`src/rtl/serial_arith_pkg.sv`:
```
// Shared definitions for the bit-serial arithmetic blocks:
// FSM state encoding, default operand width and counter sizing.
package serial_arith_pkg;

  localparam int DEFAULT_WIDTH = 4;

  typedef enum logic [1:0] {
    ST_IDLE = 2'd0,
    ST_RUN  = 2'd1,
    ST_DONE = 2'd2
  } state_t;

  // Counter wide enough to hold 0..w without wrapping.
  function automatic int cnt_width(input int w);
    return $clog2(w + 1);
  endfunction

endpackage

```
`src/rtl/full_subtractor.sv`:
```
// One-bit full subtractor: diff = x - y - b_in, with borrow out.
module full_subtractor (
  input  logic x,
  input  logic y,
  input  logic b_in,
  output logic diff,
  output logic b_out
);

  assign diff  = x ^ y ^ b_in;
  assign b_out = (~x & y) | (~(x ^ y) & b_in);

endmodule

```
`src/rtl/serial_subtractor.sv`:
```
// Bit-serial subtractor: computes x - y - b_in one bit per clock, LSB first,
// through a single time-multiplexed full_subtractor.
//
// state   | meaning
// --------+---------------------------------------------------------------
// ST_IDLE | ready=1, waiting for start; last result held on the outputs
// ST_RUN  | one bit processed per edge, WIDTH edges in total
// ST_DONE | done=1 for one cycle with diff/b_out/v valid
module serial_subtractor
  import serial_arith_pkg::*;
#(
  parameter int WIDTH = DEFAULT_WIDTH
) (
  input  logic             clk,
  input  logic             rst,
  input  logic             start,
  input  logic [WIDTH-1:0] x,
  input  logic [WIDTH-1:0] y,
  input  logic             b_in,
  output logic             ready,
  output logic [WIDTH-1:0] diff,
  output logic             b_out,
  output logic             v,
  output logic             done
);

  localparam int CW = cnt_width(WIDTH);
  localparam logic [CW-1:0] LAST_BIT = CW'(WIDTH - 1);

  state_t           state;
  logic [WIDTH-1:0] x_sh;
  logic [WIDTH-1:0] y_sh;
  logic             borrow;
  logic [CW-1:0]    cnt;
  logic             bit_d;
  logic             bit_b;

  full_subtractor u_fs (
    .x     (x_sh[0]),
    .y     (y_sh[0]),
    .b_in  (borrow),
    .diff  (bit_d),
    .b_out (bit_b)
  );

  always_ff @(posedge clk or posedge rst) begin
    if (rst) begin
      state  <= ST_IDLE;
      x_sh   <= '0;
      y_sh   <= '0;
      borrow <= 1'b0;
      cnt    <= '0;
      ready  <= 1'b1;
      diff   <= '0;
      b_out  <= 1'b0;
      v      <= 1'b0;
      done   <= 1'b0;
    end else begin
      case (state)
        ST_IDLE: begin
          done <= 1'b0;
          if (start) begin
            x_sh   <= x;
            y_sh   <= y;
            borrow <= b_in;
            cnt    <= '0;
            ready  <= 1'b0;
            state  <= ST_RUN;
          end
        end
        ST_RUN: begin
          // Operands shift right so the current bit is always at index 0.
          diff   <= {bit_d, diff[WIDTH-1:1]};
          x_sh   <= x_sh >> 1;
          y_sh   <= y_sh >> 1;
          borrow <= bit_b;
          if (cnt == LAST_BIT) begin
            // borrow here is the borrow into the MSB.
            b_out <= bit_b;
            v     <= borrow ^ bit_b;
            done  <= 1'b1;
            state <= ST_DONE;
          end else begin
            cnt <= cnt + CW'(1);
          end
        end
        ST_DONE: begin
          done  <= 1'b0;
          ready <= 1'b1;
          state <= ST_IDLE;
        end
        default: begin
          done  <= 1'b0;
          ready <= 1'b1;
          state <= ST_IDLE;
        end
      endcase
    end
  end

endmodule
```
`config.mk`:
```
export PLATFORM = sky130hd
export DESIGN_NAME = serial_subtractor
export DESIGN_NICKNAME = d
export VERILOG_FILES = /design/src/rtl/serial_arith_pkg.sv /design/src/rtl/full_subtractor.sv /design/src/rtl/serial_subtractor.sv
export SDC_FILE = /design/constraint.sdc
export NUM_CORES = 1
export LEC_CHECK = 0
export CORE_AREA = 2 2 50 52
export CTS_CLUSTER_SIZE = 12
export DETAILED_ROUTE_END_ITERATION = 10
export DIE_AREA = 0 0 52 54
export GPL_TIMING_DRIVEN = 0
export PLACE_DENSITY = 0.74
export SLEW_MARGIN = 20
export SYNTH_ARGS = -nofsm -noshare
export SYNTH_HDL_FRONTEND = slang
export SYNTH_SLANG_ARGS = --single-unit
```
`constraint.sdc`:
```
create_clock -name clk -period 1.4 [get_ports clk]
set_input_delay 0.21 -clock clk [delete_from_list [all_inputs] [get_ports clk]]
set_output_delay 0.21 -clock clk [all_outputs]
set_load 0.01 [all_outputs]
```
==> results of run 1 <==
## per-stage QoR
step	hold WS [ns]	utilization, %	std cells
final	0.385	60.5	155
after detailed placement	0.456	56.5	145
after floorplan	0.198	-	96
after global placement	0.449	56.5	145
after CTS	0.412	58.6	152
after global routing	0.441	60.5	155
## registers in the layout, summed over array words and instances (netlist names)
name,cells
diff,4
x_sh,4
y_sh,4
cnt,3
state,2
b_out,1
borrow,1
done,1
ready,1
v,1
## cell type report
cell class                 count  area share (%)
clock buffer                   4            2.58
sequential                    22            39.3
tap                           30            2.67
inverter                       8            2.14
multi-input combinational     59            31.9
buffer                         7            5.35
timing repair buffer          25            16.0
## worst paths after layout
| check | to | slack (ns) | depth (start not counted) |
|---|---|---|---|
| max | diff[3] | 0.06 | 3 |
| min | diff[3] | 0.39 | 2 |
| max reg2reg | diff[3] | 0.06 | 3 |
| min reg2reg | ready | 0.47 | 2 |
| max in group asynchronous | v | 0.50 | 2 |
| min in group clk | x_sh[3] | 0.45 | 3 |
## cells in the final DEF (no fill, tap or decap), types with 3 or more instances in the layout
master | netlist | layout
dfrtp_1 | 21 | 21
nand2_1 | 5 | 5
inv_1 | 8 | 8
clkbuf_4 | 0 | 3
dlygate4sd2_1 | 0 | 8
mux2_4 | 3 | 3
nor2_1 | 5 | 5
o22ai_1 | 12 | 12
clkdlybuf4s50_1 | 0 | 11
o2bb2ai_1 | 4 | 4
buf_4 | 0 | 6
a21oi_1 | 9 | 9
buf_6 | 4 | 5
## repair_timing
| item | CTS | global route |
|---|---|---|
| endpoints found under the setup margin | 9 | 5 |
| buffers inserted | 3 | 3 |
| pin swaps | 0 | 1 |
| gates resized for setup | 8 | 9 |
## power groups by stage
stage	clock network, mW	logic (mW)	registers (mW)
6_report	0.345	1.65	1.12
5_1_grt	0.381	1.82	1.16
4_1_cts	0.352	1.55	1.12
3_5_place_dp	0	1.54	1.16
3_3_place_gp	0	1.47	1.14
2_1_floorplan	0	1.02	1.17
## per-layer routing
layer	GRT usage, %	vias to the layer above	wire length (microns)
met4	6.58	0	27
met1	21.6	378	1010
li1	-	403	-
met2	28.7	14	1100
met3	1.67	2	49
met5	0	-	0
## logic make-up (layout without fill, tap and decap cells)
| group | count (synthesis) | in the layout | synth area share (%) |
|---|---|---|---|
| AOI/OAI and AO/OA | 33 | 33 | 20.4 |
| and+or+nand+nor | 18 | 18 | 9.35 |
| muxes | 4 | 4 | 5.20 |
| xor gates and xnor gates | 1 | 1 | 0.808 |
| DFF | 22 | 22 | 50.9 |
| buffers and inverters | 15 | 44 | 9.12 |
| adders and majority gates | 3 | 3 | 4.16 |
==> impl_metrics.tcl, run 1 <==
set metrics [dict create \
    status "finished clean" \
    totalWireLength_mm 2.19 \
    irDropWorstVdd_mv 1.12 \
    total_power_mw 3.11 \
    place_area_sq_um 1310 \
    yosys_warnings 0 \
    p_int_mw 1.97 \
    ys_types 27 \
    hold_buffers 0 \
    relSlewSlack_pct 44.1 \
    cp-start-kind "register" \
    tightest_slew_ns 0.838 \
    clkPwrFrac_pct 11.1 \
    drt-initial-drc-count 9 \
    fp.dieH_microns 54 \
    end_kind "register" \
    firstDrtPassIters 4 \
    synth_edf_count 0 \
    cts_buffers 3 \
    crit_required_ns 1.60 \
    die_w_microns 52 \
    ys_seq_elements 22 \
    critPathSlowestCell "fa_2" \
    synth_common_cells "dfrtp_1 (21), o22ai_1 (12), a21oi_1 (9)" \
    rsz0062_at_grt "no" \
    initial_utilization_pct 46.7 \
    cts.sinks 22 \
    grt_overflow 0 \
    clk_path_buf_depth 2 \
    leakagePower_nw 0.647 \
    post-route-min-period_ns 1.34 \
    hpwl_mm 1.50 \
    synth_seq_area_share_pct 50.9 \
    grt_first_pass_wirelength_mm 3.39 \
    htreeDepth 1 \
    dieArea_sq_um 2810 \
    fillCellCount 188 \
    hold_path_class "in2async" \
    vias_per_cell 5.14 \
    slowest_delay_ns 0.44 \
    synth_top_area_share_pct 48.5 \
    drc 0 \
    clk_latency_ns 0.30 \
    synthArstFlopShare_pct 100 \
    final_max_slew_viol_count 0 \
    cts_tree "done" \
    p_switching_mw 1.14 \
    place_ws_ns -0.0725 \
    core_sq_um 2320 \
    seqPwrFrac_pct 36.0 \
    critical_path.top_delay_family "adder cells" \
    synth_most_common_cell "dfrtp_1" \
    multi_input_area_sq_um 448 \
    area.growth.synth_to_final_pct 29.6 \
    maxCapViolations 0 \
    path_cells "inv_1 -> fa_2 -> mux2_2" \
    finClkSkew_ns 0.00126 \
    ys.flop_type "dfrtp_1" \
    cts-root-buf "clkbuf_4" \
    wl_per_cell_microns 14.1 \
    hold_viol 0 \
    portBuffers 19 \
    drive_gt1_share_pct 24.8 \
    synth_top_area_cell "dfrtp_1" \
    syn_inst 96 \
    synthesis.nets 111 \
    nNetsFinal 141 \
    worstSetupStartpoint "borrow" \
    fin_crit_sh_pct 95.8 \
    grt_pass1_vias 756 \
    r2r-start "borrow" \
    path_clk_slew_ns 0.12 \
    swShare_pct 36.7 \
    fp-row-count 18 \
    path_max_fanout 3 \
    max_freq_ghz 0.745 \
    syn-cell-area_sq_um 1080 \
    worstSetupPathType "reg2reg" \
    io_pins 20 \
    ant_nets 0 \
    power_density_nw_per_um2 2220 \
    critPathBufInv 1 \
    fin_ws_ns 0.0585 \
    worst_ep_arrival_time_ns 1.54 \
    synth_area_leaders "dfrtp_1 (48%), o22ai_1 (6.9%), a21oi_1 (4.2%)" \
    setup_tns_ns 0 \
    synth_area_per_cell_sq_um 11.3 \
    grt_max_degree 23 \
    gp_congestion 0.742 \
    final_cell_area_sq_um 1400 \
    vias 797 \
    combPwrFrac_pct 52.9 \
    antenna_found_initial 0 \
    finalSetupViolCount 0 \
    track_usage_pct 16.7 \
    n_antenna_cell 0 \
    regArea_sq_um 552 \
]
No activity file was read; power rests on OpenSTA's default activity.
==> run 2, diff against run 1 <==
--- a/config.mk
+++ b/config.mk
@@ -10,7 +10,7 @@
 export DETAILED_ROUTE_END_ITERATION = 10
 export DIE_AREA = 0 0 52 54
 export GPL_TIMING_DRIVEN = 0
-export PLACE_DENSITY = 0.74
+export PLACE_DENSITY_LB_ADDON = 0.08
 export SLEW_MARGIN = 20
 export SYNTH_ARGS = -nofsm -noshare
 export SYNTH_HDL_FRONTEND = slang
==> run 2 against run 1 <==
Final cell count unchanged. Clock skew up 0.0048 ns. Via count up 2.6%. Die area unchanged. Largest cell class unchanged. Largest power group unchanged.
==> impl_metrics.tcl, run 2 (synthesis gave the netlist of run 1 again) <==
set metrics [dict create \
    die_w_microns 52 \
    clkPwrFrac_pct 15.4 \
    cts_tree "done" \
    biggestRegsByFlops "diff (4), x_sh (4), y_sh (4)" \
    maxCapViolations 0 \
    finalSetupViolCount 0 \
    dp.cells 145 \
    portBuffers 19 \
    fp-row-count 18 \
    area.growth.synth_to_final_pct 30.0 \
    grt_overflow 0 \
    track_usage_pct 17.2 \
    setup.worst_path.end "ready" \
    max_freq_ghz 0.755 \
    path_clk_slew_ns 0.13 \
    cts.sinks 22 \
    post-route-min-period_ns 1.32 \
    final_max_slew_viol_count 0 \
    mostFrequentLayoutCell "dfrtp_1" \
    critPathSlowestCell "dfstp_2" \
    rrSetupSlack_ns 0.10 \
    wl_per_cell_microns 13.7 \
    initial_utilization_pct 46.7 \
    relSlewSlack_pct 42.8 \
    hold_ws_ns 0.355 \
    critical_path.top_delay_family "flip-flops" \
    io_pins 20 \
    cts-root-buf "clkbuf_4" \
    path_cells "dlygate4sd2_1" \
    drc 0 \
    worstSetupPathType "reg2out" \
    slowest_delay_ns 0.55 \
    fin_crit_sh_pct 94.6 \
    antenna_found_initial 0 \
    grt_max_degree 23 \
    seqPwrFrac_pct 34.8 \
    worstSetupStartpoint "ready" \
    dieArea_sq_um 2810 \
    fp.dieH_microns 54 \
    post-route-util_pct 60.7 \
    reg2reg_to "v" \
    cts_buffers 3 \
    layout_common_cells "dfrtp_1 (21), o22ai_1 (12), clkdlybuf4s50_1 (11)" \
    p_int_mw 2.08 \
    irDropWorstVdd_mv 1.26 \
    grt_first_pass_wirelength_mm 3.47 \
    htreeDepth 1 \
    stdcell_count 155 \
    rsz0062_at_grt "no" \
    status "finished clean" \
    tightest_slew_ns 0.858 \
    hold_viol 0 \
    ant_nets 0 \
    leakagePower_nw 0.653 \
    grt_pass1_vias 755 \
    power_density_nw_per_um2 2270 \
    firstDrtPassIters 4 \
    cp.depth 1 \
    r2r-start "y_sh[0]" \
    clk_path_buf_depth 2 \
    hold_path_class "in2async" \
    n_antenna_cell 0 \
    hold_buffers 0 \
    finClkSkew_ns 0.00609 \
    nNetsFinal 141 \
    worst_ep_arrival_time_ns 1.11 \
    critPathBufInv 1 \
    clk_latency_ns 0.31 \
    drt-initial-drc-count 22 \
    cp-start-kind "register" \
    vias 818 \
    drive_gt1_share_pct 23.2 \
    end_kind "primary output" \
    hpwl_mm 1.46 \
    combPwrFrac_pct 49.8 \
    vias_per_cell 5.28 \
    gp_congestion 0.688 \
    p_switching_mw 1.11 \
    total_power_mw 3.20 \
    r2r_cells 4 \
    path_max_fanout 2 \
    core_sq_um 2320 \
    totalWireLength_mm 2.12 \
    swShare_pct 34.8 \
    crit_required_ns 1.19 \
]
[run 2: cell count changes in the layout (fill, tap and decap cells not counted), sizes merged]
cell,change
clkbuf,-1
bufinv,+1
[run 2: timing repair]
action                                  CTS  global route
setup buffers                             4             3
gates resized for setup                   9             1
endpoints found under the setup margin   10             5
pin swaps                                 0             0
[run 2: cell type report]
| class | count | area, sq um |
|---|---|---|
| plain buffers | 6 | 63.8 |
| clock buffers | 3 | 22.5 |
| fillers | 208 | 911 |
| multi-input cells | 59 | 440 |
| clock inverters | 1 | 30.0 |
| inverters | 8 | 30.0 |
| flip-flops and latches | 22 | 552 |
| well taps | 30 | 37.5 |
| repair buffers | 26 | 233 |
[run 2: power by group through the flow]
stage	combinational, mW	clock (mW)	sequential (mW)
after global placement	1.48	0	1.14
after CTS	1.54	0.509	1.12
after floorplan	1.02	0	1.17
after global routing	1.76	0.520	1.15
final	1.59	0.492	1.11
after detailed placement	1.51	0	1.16
[run 2: worst min path at each step]
| stage | startpoint | end | slack, ns | depth (start not counted) |
|---|---|---|---|---|
| floorplan | rst | b_out | 0.20 | 1 |
| global placement | ready | ready | 0.45 | 2 |
| detailed placement | ready | ready | 0.46 | 2 |
| CTS | rst | done | 0.39 | 2 |
| global route | rst | cnt[0] | 0.44 | 2 |
| finish | rst | b_out | 0.35 | 2 |
[run 2: stage by stage]
step / setup WS (ns) / setup TNS [ns] / area (sq um)
after global placement: -0.0439 / -0.0439 / 1310
after CTS: 0.00927 / 0 / 1390
final: 0.0761 / 0 / 1410
after global routing: 0.0216 / 0 / 1410
after detailed placement: -0.0587 / -0.0835 / 1310
after floorplan: 0.103 / 0 / 1080
[run 2: metal layers]
layer	track usage, %	wire (microns)	share of wire, %
met5	0	0	0
met2	28.5	984	46
met4	9.21	47	2.2
met1	21.6	995	47
met3	2.78	91	4.3
